## config.mk

```make
export PLATFORM = sky130hd
export DESIGN_NAME = jio_hub
export DESIGN_NICKNAME = d
export VERILOG_FILES = /design/src/rtl/jio_hub.sv
export SDC_FILE = /design/constraint.sdc
export NUM_CORES = 1
export LEC_CHECK = 0
export CAP_MARGIN = 20
export CORE_MARGIN = 8
export CORE_UTILIZATION = 35
export CTS_CLUSTER_DIAMETER = 100
export DETAILED_ROUTE_END_ITERATION = 10
export PLACE_DENSITY = 0.57
export SYNTH_ARGS = -nofsm -noshare
export SYNTH_HDL_FRONTEND = slang
export SYNTH_SLANG_ARGS = --single-unit
```

## constraint.sdc

```tcl
create_clock -name CLK -period 4.84 [get_ports CLK]
set_input_delay 0.968 -clock CLK [delete_from_list [all_inputs] [get_ports CLK]]
set_output_delay 0.968 -clock CLK [all_outputs]
set_load 0.02 [all_outputs]
```

## src/rtl/jio_hub.sv

```systemverilog
// jio_hub: CPU-side I/O hub for NDEV peripheral channels.
// Decodes the CU strobes into address select, data write, data read,
// status read and status clear-on-read.
// Each device has a DEPTH-entry TX FIFO and a one-entry RX holding register.
// The device side uses valid/ready handshakes.
// bus_out feeds a wired-OR CPU bus, so it stays zero unless a read is enabled.
module jio_hub #(
    parameter int WIDTH = 8,
    parameter int NDEV  = 4,
    parameter int DEPTH = 4
) (
    input  logic                    CLK,
    input  logic                    reset_n,
    input  logic [WIDTH-1:0]        bus_in,
    output logic [WIDTH-1:0]        bus_out,
    input  logic                    io_s,
    input  logic                    io_e,
    input  logic                    io_da,
    input  logic                    io_io,
    output logic [NDEV*WIDTH-1:0]   tx_data,
    output logic [NDEV-1:0]         tx_valid,
    input  logic [NDEV-1:0]         tx_ready,
    input  logic [NDEV*WIDTH-1:0]   rx_data,
    input  logic [NDEV-1:0]         rx_valid,
    output logic [NDEV-1:0]         rx_ready,
    output logic [7:0]              sel_dev
);

    localparam int IDXW = (NDEV > 1) ? $clog2(NDEV) : 1;
    localparam int PW   = $clog2(DEPTH);
    localparam logic [8:0]  NDEV_C  = 9'(NDEV);
    localparam logic [PW:0] DEPTH_C = (PW + 1)'(DEPTH);

    logic              io_s_q_r;
    logic              io_e_q_r;
    logic              rise_s_s;
    logic              fall_e_s;
    logic [7:0]        dev_sel_r;
    logic              inv_s;
    logic [IDXW-1:0]   idx_s;
    logic              addr_op_s;
    logic              wr_op_s;
    logic              wr_any_s;
    logic              rd_clr_s;
    logic              st_clr_s;

    logic [NDEV-1:0]   rx_full_v;
    logic [NDEV-1:0]   ovf_v;
    logic [NDEV-1:0]   tx_full_v;
    logic [NDEV-1:0]   tx_empty_v;
    logic [WIDTH-1:0]  rx_buf_v [NDEV];

    // Edge detection on the CU strobes.
    // The history registers reset high, so a strobe that is already high
    // when reset is released is ignored.
    assign rise_s_s = io_s & ~io_s_q_r;
    assign fall_e_s = ~io_e & io_e_q_r;

    // A selected address outside the channel range marks the selection invalid.
    assign inv_s = ({1'b0, dev_sel_r} >= NDEV_C);
    assign idx_s = dev_sel_r[IDXW-1:0];

    // Operation decode. Writes and clears are suppressed while the selection is invalid.
    assign addr_op_s = rise_s_s & io_da & io_io;
    assign wr_any_s  = rise_s_s & ~io_da & io_io;
    assign wr_op_s   = wr_any_s & ~inv_s;
    assign rd_clr_s  = fall_e_s & ~io_da & ~io_io & ~inv_s;
    assign st_clr_s  = fall_e_s & io_da & ~io_io & ~inv_s;

    assign sel_dev = dev_sel_r;

    // Strobe history registers.
    always_ff @(posedge CLK or negedge reset_n) begin
        if (!reset_n) begin
            io_s_q_r <= 1'b1;
            io_e_q_r <= 1'b1;
        end else begin
            io_s_q_r <= io_s;
            io_e_q_r <= io_e;
        end
    end

    // Device-address select register.
    always_ff @(posedge CLK or negedge reset_n) begin
        if (!reset_n) begin
            dev_sel_r <= 8'd0;
        end else if (addr_op_s) begin
            dev_sel_r <= bus_in[7:0];
        end else begin
            dev_sel_r <= dev_sel_r;
        end
    end

    for (genvar d = 0; d < NDEV; d++) begin : g_dev
        logic [WIDTH-1:0] mem_r [DEPTH];
        logic [PW-1:0]    wr_ptr_r;
        logic [PW-1:0]    rd_ptr_r;
        logic [PW:0]      cnt_r;
        logic             ovf_r;
        logic             rx_full_r;
        logic [WIDTH-1:0] rx_buf_r;
        logic             sel_s;
        logic             full_s;
        logic             push_s;
        logic             pop_s;

        assign sel_s  = (idx_s == IDXW'(d));
        // Fullness is judged on the pre-edge count, so a same-cycle pop does not make room.
        assign full_s = (cnt_r == DEPTH_C);
        assign push_s = wr_op_s & sel_s & ~full_s;
        assign pop_s  = (cnt_r != '0) & tx_ready[d];

        // TX storage. Its contents are discarded on reset by clearing the pointers.
        always_ff @(posedge CLK) begin
            if (push_s) begin
                mem_r[wr_ptr_r] <= bus_in;
            end
        end

        // TX FIFO pointers and occupancy count.
        always_ff @(posedge CLK or negedge reset_n) begin
            if (!reset_n) begin
                wr_ptr_r <= '0;
                rd_ptr_r <= '0;
                cnt_r    <= '0;
            end else begin
                if (push_s) begin
                    wr_ptr_r <= wr_ptr_r + PW'(1);
                end
                if (pop_s) begin
                    rd_ptr_r <= rd_ptr_r + PW'(1);
                end
                case ({push_s, pop_s})
                    2'b10:   cnt_r <= cnt_r + (PW + 1)'(1);
                    2'b01:   cnt_r <= cnt_r - (PW + 1)'(1);
                    default: cnt_r <= cnt_r;
                endcase
            end
        end

        // Overflow flag.
        // It is set by a write onto a full FIFO and cleared when a status read completes.
        always_ff @(posedge CLK or negedge reset_n) begin
            if (!reset_n) begin
                ovf_r <= 1'b0;
            end else if (wr_op_s && sel_s && full_s) begin
                ovf_r <= 1'b1;
            end else if (st_clr_s && sel_s) begin
                ovf_r <= 1'b0;
            end else begin
                ovf_r <= ovf_r;
            end
        end

        // RX holding register.
        // It captures a byte whenever it is empty, regardless of the current selection.
        // A completed data read empties it again.
        always_ff @(posedge CLK or negedge reset_n) begin
            if (!reset_n) begin
                rx_full_r <= 1'b0;
                rx_buf_r  <= '0;
            end else if (rx_valid[d] && !rx_full_r) begin
                rx_full_r <= 1'b1;
                rx_buf_r  <= rx_data[d*WIDTH +: WIDTH];
            end else if (rd_clr_s && sel_s) begin
                rx_full_r <= 1'b0;
            end else begin
                rx_full_r <= rx_full_r;
            end
        end

        assign tx_data[d*WIDTH +: WIDTH] = mem_r[rd_ptr_r];
        assign tx_valid[d]   = (cnt_r != '0);
        assign rx_ready[d]   = ~rx_full_r;
        assign rx_full_v[d]  = rx_full_r;
        assign ovf_v[d]      = ovf_r;
        assign tx_full_v[d]  = full_s;
        assign tx_empty_v[d] = (cnt_r == '0);
        assign rx_buf_v[d]   = rx_buf_r;
    end

    // CPU read mux for the wired-OR bus. It drives zero whenever no read is enabled.
    always_comb begin
        bus_out = '0;
        if (io_e && !io_io && !io_da) begin
            if (!inv_s && rx_full_v[idx_s]) begin
                bus_out = rx_buf_v[idx_s];
            end else begin
                bus_out = '0;
            end
        end else if (io_e && !io_io && io_da) begin
            if (inv_s) begin
                bus_out = {{(WIDTH-5){1'b0}}, 5'b10000};
            end else begin
                bus_out = {{(WIDTH-5){1'b0}}, 1'b0, ovf_v[idx_s], rx_full_v[idx_s],
                           tx_full_v[idx_s], tx_empty_v[idx_s]};
            end
        end else begin
            bus_out = '0;
        end
    end

endmodule

```

==> flow_metrics.tcl, run 1 <==
set metrics [dict create \
    cts_buffer_depth 3 \
    synth_top_cell_area_share_pct 44.3 \
    grtUsageTotal_pct 12.7 \
    root_buffer "clkbuf_16" \
    ctsHoldBuffers 0 \
    grt-ovfl-total 0 \
    cts_sinks 206 \
    initial_core_util_pct 35.6 \
    critPathArrivalTime_ps 2990 \
    areaGrowthSynthToFinish_pct 25.0 \
    crit_family "simple AND/OR/NAND/NOR gates" \
    drv_cap 0 \
    drt_wl_total_mm 18.9 \
    cts_setup_buffers 0 \
    path_class "flop to primary output" \
    die_h_um 173 \
    p_int_mw 4.03 \
    synth_edf_count 128 \
    rsz0062_at_grt "false" \
    fmax_mhz 253 \
    cts_buffers 22 \
    synth-async-reset-ratio_pct 37.9 \
    htree_levels 1 \
    setup_viol 0 \
    regToRegSetupSlack_ps 1900 \
    synth.avg_cell_area_um2 18.0 \
    antenna_found_initial 1 \
    antenna_cells 0 \
    die_w_um 173 \
    grt_pass1_vias 5129 \
    vias 4527 \
    synthesis.nets 560 \
    rows 57 \
    crit_chain "nor4_4, and2_2, nand4b_1, o22ai_1, clkdlybuf4s50_1" \
    tightest_slew_ps 1080 \
    p_comb_share_pct 28.9 \
    hold_class "input port to asynchronous set/reset pin" \
    synthFlopType "edfxtp_1" \
    period_needed_ps 3960 \
    leakagePower_nw 3.94 \
    slew_violations 0 \
    finalHoldViolCount 0 \
    switching_share_pct 29.8 \
    final.setup.tns_ps 0 \
    ys_warn_count 0 \
    hpwlAfterDp_mm 13.0 \
    synth_cell_types 39 \
    fin_worst_skew_ps 13.5 \
    gp_congestion 0.789 \
    min_period_over_period_pct 81.7 \
    synth.area.top_cells "edfxtp_1 (44%), dfrtp_1 (22%), mux4_2 (11%)" \
    fin_nets 679 \
    crit_fanout 6 \
    r2r-end "g_dev[0].cnt_r[2]" \
    io_buffers 109 \
    ys_ff_latch 206 \
    layout-drive-gt1-share_pct 22.0 \
    yosysTopAreaCell "edfxtp_1" \
    critPathLaunchType "flop" \
    cp-end-kind "primary output" \
    grt_pass1_wl_mm 30.2 \
    cts_tree "done" \
    status "finished, final reports clean" \
    p_seq_share_pct 42.8 \
    slowest_stage "clkdlybuf4s50_1" \
    core_um2 24300 \
    drc 0 \
    wire_per_inst_um 20.1 \
    viasPerCell 4.81 \
    dr.pass1.iters 4 \
    finalHoldWorstSlack_ps 301 \
    clk_latency_ps 510 \
    r2r-start "sel_dev[5]" \
    p_sw_mw 1.71 \
    drtAntennaViolNets 0 \
    synth_cells 482 \
    die-area_um2 30100 \
    clkTransAtPathRegs_ps 60 \
    clockPowerShare_pct 28.3 \
    nFillCells 2111 \
    rr_worst_depth 10 \
    relSlewSlack_pct 27.7 \
    required_ps 3870 \
    final_core_util_pct 44.5 \
    ir_drop_v 0.000219 \
    syn_area_um2 8670 \
    ys_seq_area_share_pct 66.9 \
    ctsResizeCount 0 \
    cp.buffers_inverters 1 \
    io_pins 110 \
    grt_max_degree 79 \
    powerDensity_nw_per_um2 530 \
    drt_iter0_markers 285 \
    max_stage_delay_ps 640 \
]
[metrics by stage]
stage / setup slack [ps] / area [µm²] / std cells / power, mW
after detailed placement: 915 / 10100 / 900 / 4.19
after global routing: 711 / 10800 / 941 / 6.06
final: 885 / 10800 / 941 / 5.74
after global placement: 1000 / 10100 / 900 / 4.12
after CTS: 876 / 10800 / 940 / 5.83
after floorplan: 1940 / 8670 / 482 / 3.49
[registers in the layout (all words and copies together) (netlist names)]
register         count
g_dev.mem_r        128
g_dev.rx_buf_r      32
g_dev.cnt_r         12
g_dev.rd_ptr_r       8
g_dev.wr_ptr_r       8
sel_dev              8
g_dev.ovf_r          4
g_dev.rx_full_r      4
io_e_q_r             1
io_s_q_r             1
[worst max path at each step]
stage	startpoint	endpoint	slack [ps]	cells after the start
final	sel_dev[5]	bus_out[1]	880	5
after global routing	io_e	bus_out[0]	710	5
after CTS	sel_dev[5]	bus_out[0]	880	5
after detailed placement	io_e	bus_out[0]	910	5
after global placement	io_e	bus_out[0]	1000	5
after floorplan	sel_dev[0]	bus_out[0]	1940	4
[layout by cell type (no fill, tap or decap), types with 12 or more instances in the layout]
cell	instances
clkbuf_16	22
and2_1	16
ha_1	20
dfrtp_1	76
inv_1	32
mux4_2	44
mux2_2	43
edfxtp_1	128
clkdlybuf4s50_1	108
xor2_1	12
xnor2_1	12
[layer usage]
| metal | part of all wire (%) | wire length, µm | GRT usage (%) |
|---|---|---|---|
| met2 | 46 | 8610 | 20.1 |
| met5 | 0.069 | 13 | 0 |
| met3 | 7.4 | 1410 | 4.27 |
| met4 | 1.6 | 311 | 2.77 |
| met1 | 45 | 8530 | 16.7 |
[cell families (layout without fill, tap and decap cells)]
family                     after synthesis  after routing  share of synthesized area [%]
DFF                                    206            206                           66.9
AOI/OAI and AO/OA                       19             19                           1.43
xor gates and xnor gates                24             24                           2.42
adders and majority gates               24             24                           3.81
and+or+nand+nor                         70             70                           5.80
muxes                                   90             90                           17.4
buffers and inverters                   49            184                           2.22
[power by group through the flow]
stage                     Clock [mW]  Sequential [mW]  Combinational (mW)
after CTS                       1.67             2.47                1.70
after global placement             0             2.48                1.64
after detailed placement           0             2.50                1.69
final                           1.62             2.46                1.66
after floorplan                    0             2.29                1.21
after global routing            1.74             2.51                1.81
[layout make-up]
cell class | instances | area, µm² | area share, %
multi-input combinational | 227 | 2680 | 24.7
tap | 324 | 405 | 3.74
inverter | 32 | 120 | 1.11
clock inverter | 7 | 70.1 | 0.647
clock buffer | 33 | 632 | 5.83
sequential | 206 | 5800 | 53.5
timing repair buffer | 112 | 1130 | 10.4
[synth_stat cells (2+ instances only)]
library cell / n
nor2_1: 5
xnor2_1: 12
and2_1: 16
buf_1: 4
nand2_1: 8
nor2b_1: 8
dfrtp_1: 76
edfxtp_1: 128
o21ai_0: 8
and2_2: 5
buf_2: 7
mux2i_1: 2
inv_1: 32
mux2_2: 43
clkbuf_1: 6
nand4b_1: 3
nand2b_1: 6
o31ai_1: 4
fa_1: 4
xor2_1: 12
dfstp_2: 2
nand3_1: 5
ha_1: 20
or3_1: 4
nor3b_4: 3
o22ai_1: 3
mux4_2: 44
(Power assumes the default switching activity.)
==> run 2: changes to the inputs <==
clock period = 3.69 ns   (was 4.84 ns; I/O delays follow)
==> run 2 against run 1 <==
  * Sequential share of layout area shrank 0.53 points
  * Die area unchanged
  * Sequential power up 30%
  * Clock-buffer cell count is 5 lower
  * Clock skew about the same
  * Worst hold slack got worse by 250 ps
  * Final cell count rose by 1.1%
  * Global-route usage is 0.14 points lower
  * Critical endpoint unchanged
==> flow_metrics.tcl, run 2 (synthesized netlist as in run 1, its figures left out) <==
set metrics [dict create \
    pre_cts_ws_ps 264 \
    leakagePower_nw 4.02 \
    cts_tree "done" \
    critPathArrivalTime_ps 2760 \
    wire_per_inst_um 19.9 \
    slowest_stage "clkdlybuf4s50_1" \
    io_buffers 109 \
    crit_family "buffers and inverters" \
    switching_share_pct 29.8 \
    die_w_um 173 \
    layout-drive-gt1-share_pct 23.8 \
    postLayoutCellArea_um2 10900 \
    p_seq_share_pct 42.0 \
    nFillCells 2112 \
    die_h_um 173 \
    crit_chain "nor4_4, buf_4, and2_2, nand4b_1, o22ai_1, clkdlybuf4s50_1" \
    critPathLaunchType "flop" \
    root_buffer "clkbuf_16" \
    top_register "g_dev.mem_r" \
    cp.buffers_inverters 2 \
    fin_worst_skew_ps 13.3 \
    fmax_mhz 286 \
    hold_class "input port to asynchronous set/reset pin" \
    required_ps 2950 \
    drt_wl_total_mm 19.0 \
    gp_congestion 0.792 \
    clk_latency_ps 520 \
    p_int_mw 5.36 \
    setup_viol 0 \
    areaGrowthSynthToFinish_pct 26.2 \
    grtUsageTotal_pct 12.6 \
    rr_worst_depth 12 \
    clkTransAtPathRegs_ps 60 \
    drt_iter0_markers 306 \
    rows 57 \
    finalHoldViolCount 0 \
    cts_setup_buffers 0 \
    cp-end-kind "primary output" \
    cp.depth 6 \
    initial_core_util_pct 35.6 \
    p_total_mw 7.64 \
    fin_nets 688 \
    worst_slack_ps 194 \
    drv_cap 0 \
    cts_buffer_depth 3 \
    viasPerCell 4.80 \
    dr.pass1.iters 4 \
    antenna_found_initial 1 \
    crit_fanout 6 \
    die-area_um2 30100 \
    most-common-layout-cells "edfxtp_1 (128), clkdlybuf4s50_1 (108), dfrtp_1 (76)" \
    min_period_over_period_pct 94.7 \
    grt_pass1_vias 5134 \
    ir_drop_v 0.000358 \
    antenna_cells 0 \
    tightest_slew_ps 860 \
    largest_register_ffs 128 \
    layout_commonest_cell "edfxtp_1" \
    grt_pass1_wl_mm 29.9 \
    clockPowerShare_pct 29.2 \
    vias 4568 \
    cts_sinks 206 \
    max_stage_delay_ps 640 \
    finalHoldWorstSlack_ps 48.3 \
    relSlewSlack_pct 42.6 \
    rsz0062_at_grt "false" \
    core_um2 24300 \
    largestRegisters "g_dev.mem_r x128, g_dev.rx_buf_r x32, g_dev.cnt_r x12" \
    status "finished, final reports clean" \
    grt_max_degree 79 \
    slew_violations 0 \
    htree_levels 1 \
    hpwlAfterDp_mm 13.0 \
    io_pins 110 \
    cts_buffers 23 \
    final.setup.tns_ps 0 \
    path_class "flop to primary output" \
    grt-ovfl-total 0 \
    drc 0 \
    period_needed_ps 3500 \
    ctsResizeCount 0 \
    ctsHoldBuffers 0 \
    place_area_um2 10100 \
    p_comb_share_pct 28.8 \
    powerDensity_nw_per_um2 698 \
    drtAntennaViolNets 0 \
    p_sw_mw 2.28 \
]
[run 2: power by group through the flow]
stage / clock (mW) / sequential [mW] / combinational (mW)
global route: 2.37 / 3.29 / 2.38
finish: 2.23 / 3.21 / 2.20
global placement: 0 / 3.24 / 2.17
floorplan: 0 / 3.00 / 1.58
detailed placement: 0 / 3.27 / 2.22
CTS: 2.29 / 3.23 / 2.23
[run 2: worst reg2reg max path, cell delays in order, from the launching register on]
cell and delay (ps):
dfrtp_1 420, nor4_4 270, buf_4 180, buf_4 130, nand4b_4 240, nor3b_4 410, inv_1 90, ha_1 240
inv_1 80, fa_1 180, xor2_1 180, nor2_1 80, xor2_1 140
[run 2: through the flow]
| step | cells | util, % |
|---|---|---|
| final | 951 | 45.0 |
| after global routing | 951 | 45.0 |
| after CTS | 948 | 44.8 |
| after detailed placement | 906 | 41.7 |
| after global placement | 906 | 41.7 |
| after floorplan | 482 | - |
[run 2: path summary, 6_finish.rpt]
| check | end | start | slack, ps |
|---|---|---|---|
| setup / recovery | bus_out[1] | sel_dev[2] | 190 |
| hold / removal | g_dev[0].rx_buf_r[4] | reset_n | 50 |
| setup reg to reg | g_dev[2].cnt_r[2] | sel_dev[2] | 960 |
| hold reg to reg | g_dev[1].cnt_r[0] | g_dev[1].cnt_r[0] | 500 |
| max in group asynchronous | io_e_q_r | reset_n | 3040 |
| min in group CLK | g_dev[1].cnt_r[0] | g_dev[1].cnt_r[0] | 500 |
[run 2: cell type report]
class | count | area (µm²) | area share (%)
multi-input cells | 227 | 2680 | 24.5
flip-flops and latches | 206 | 5800 | 53.0
clock inverters | 14 | 104 | 0.949
repair buffers | 120 | 1190 | 10.9
well taps | 324 | 405 | 3.70
clock buffers | 28 | 646 | 5.90
inverters | 32 | 120 | 1.10
[run 2: per-layer routing]
metal	routed length, µm	vias to the layer above	GRT usage (%)	part of all wire (%)
met3	1370	23	3.99	7.2
met4	304	2	2.69	1.6
met1	8590	2347	16.6	45
met2	8680	132	20.0	46
met5	13	-	0	0.069
li1	-	2064	-	-
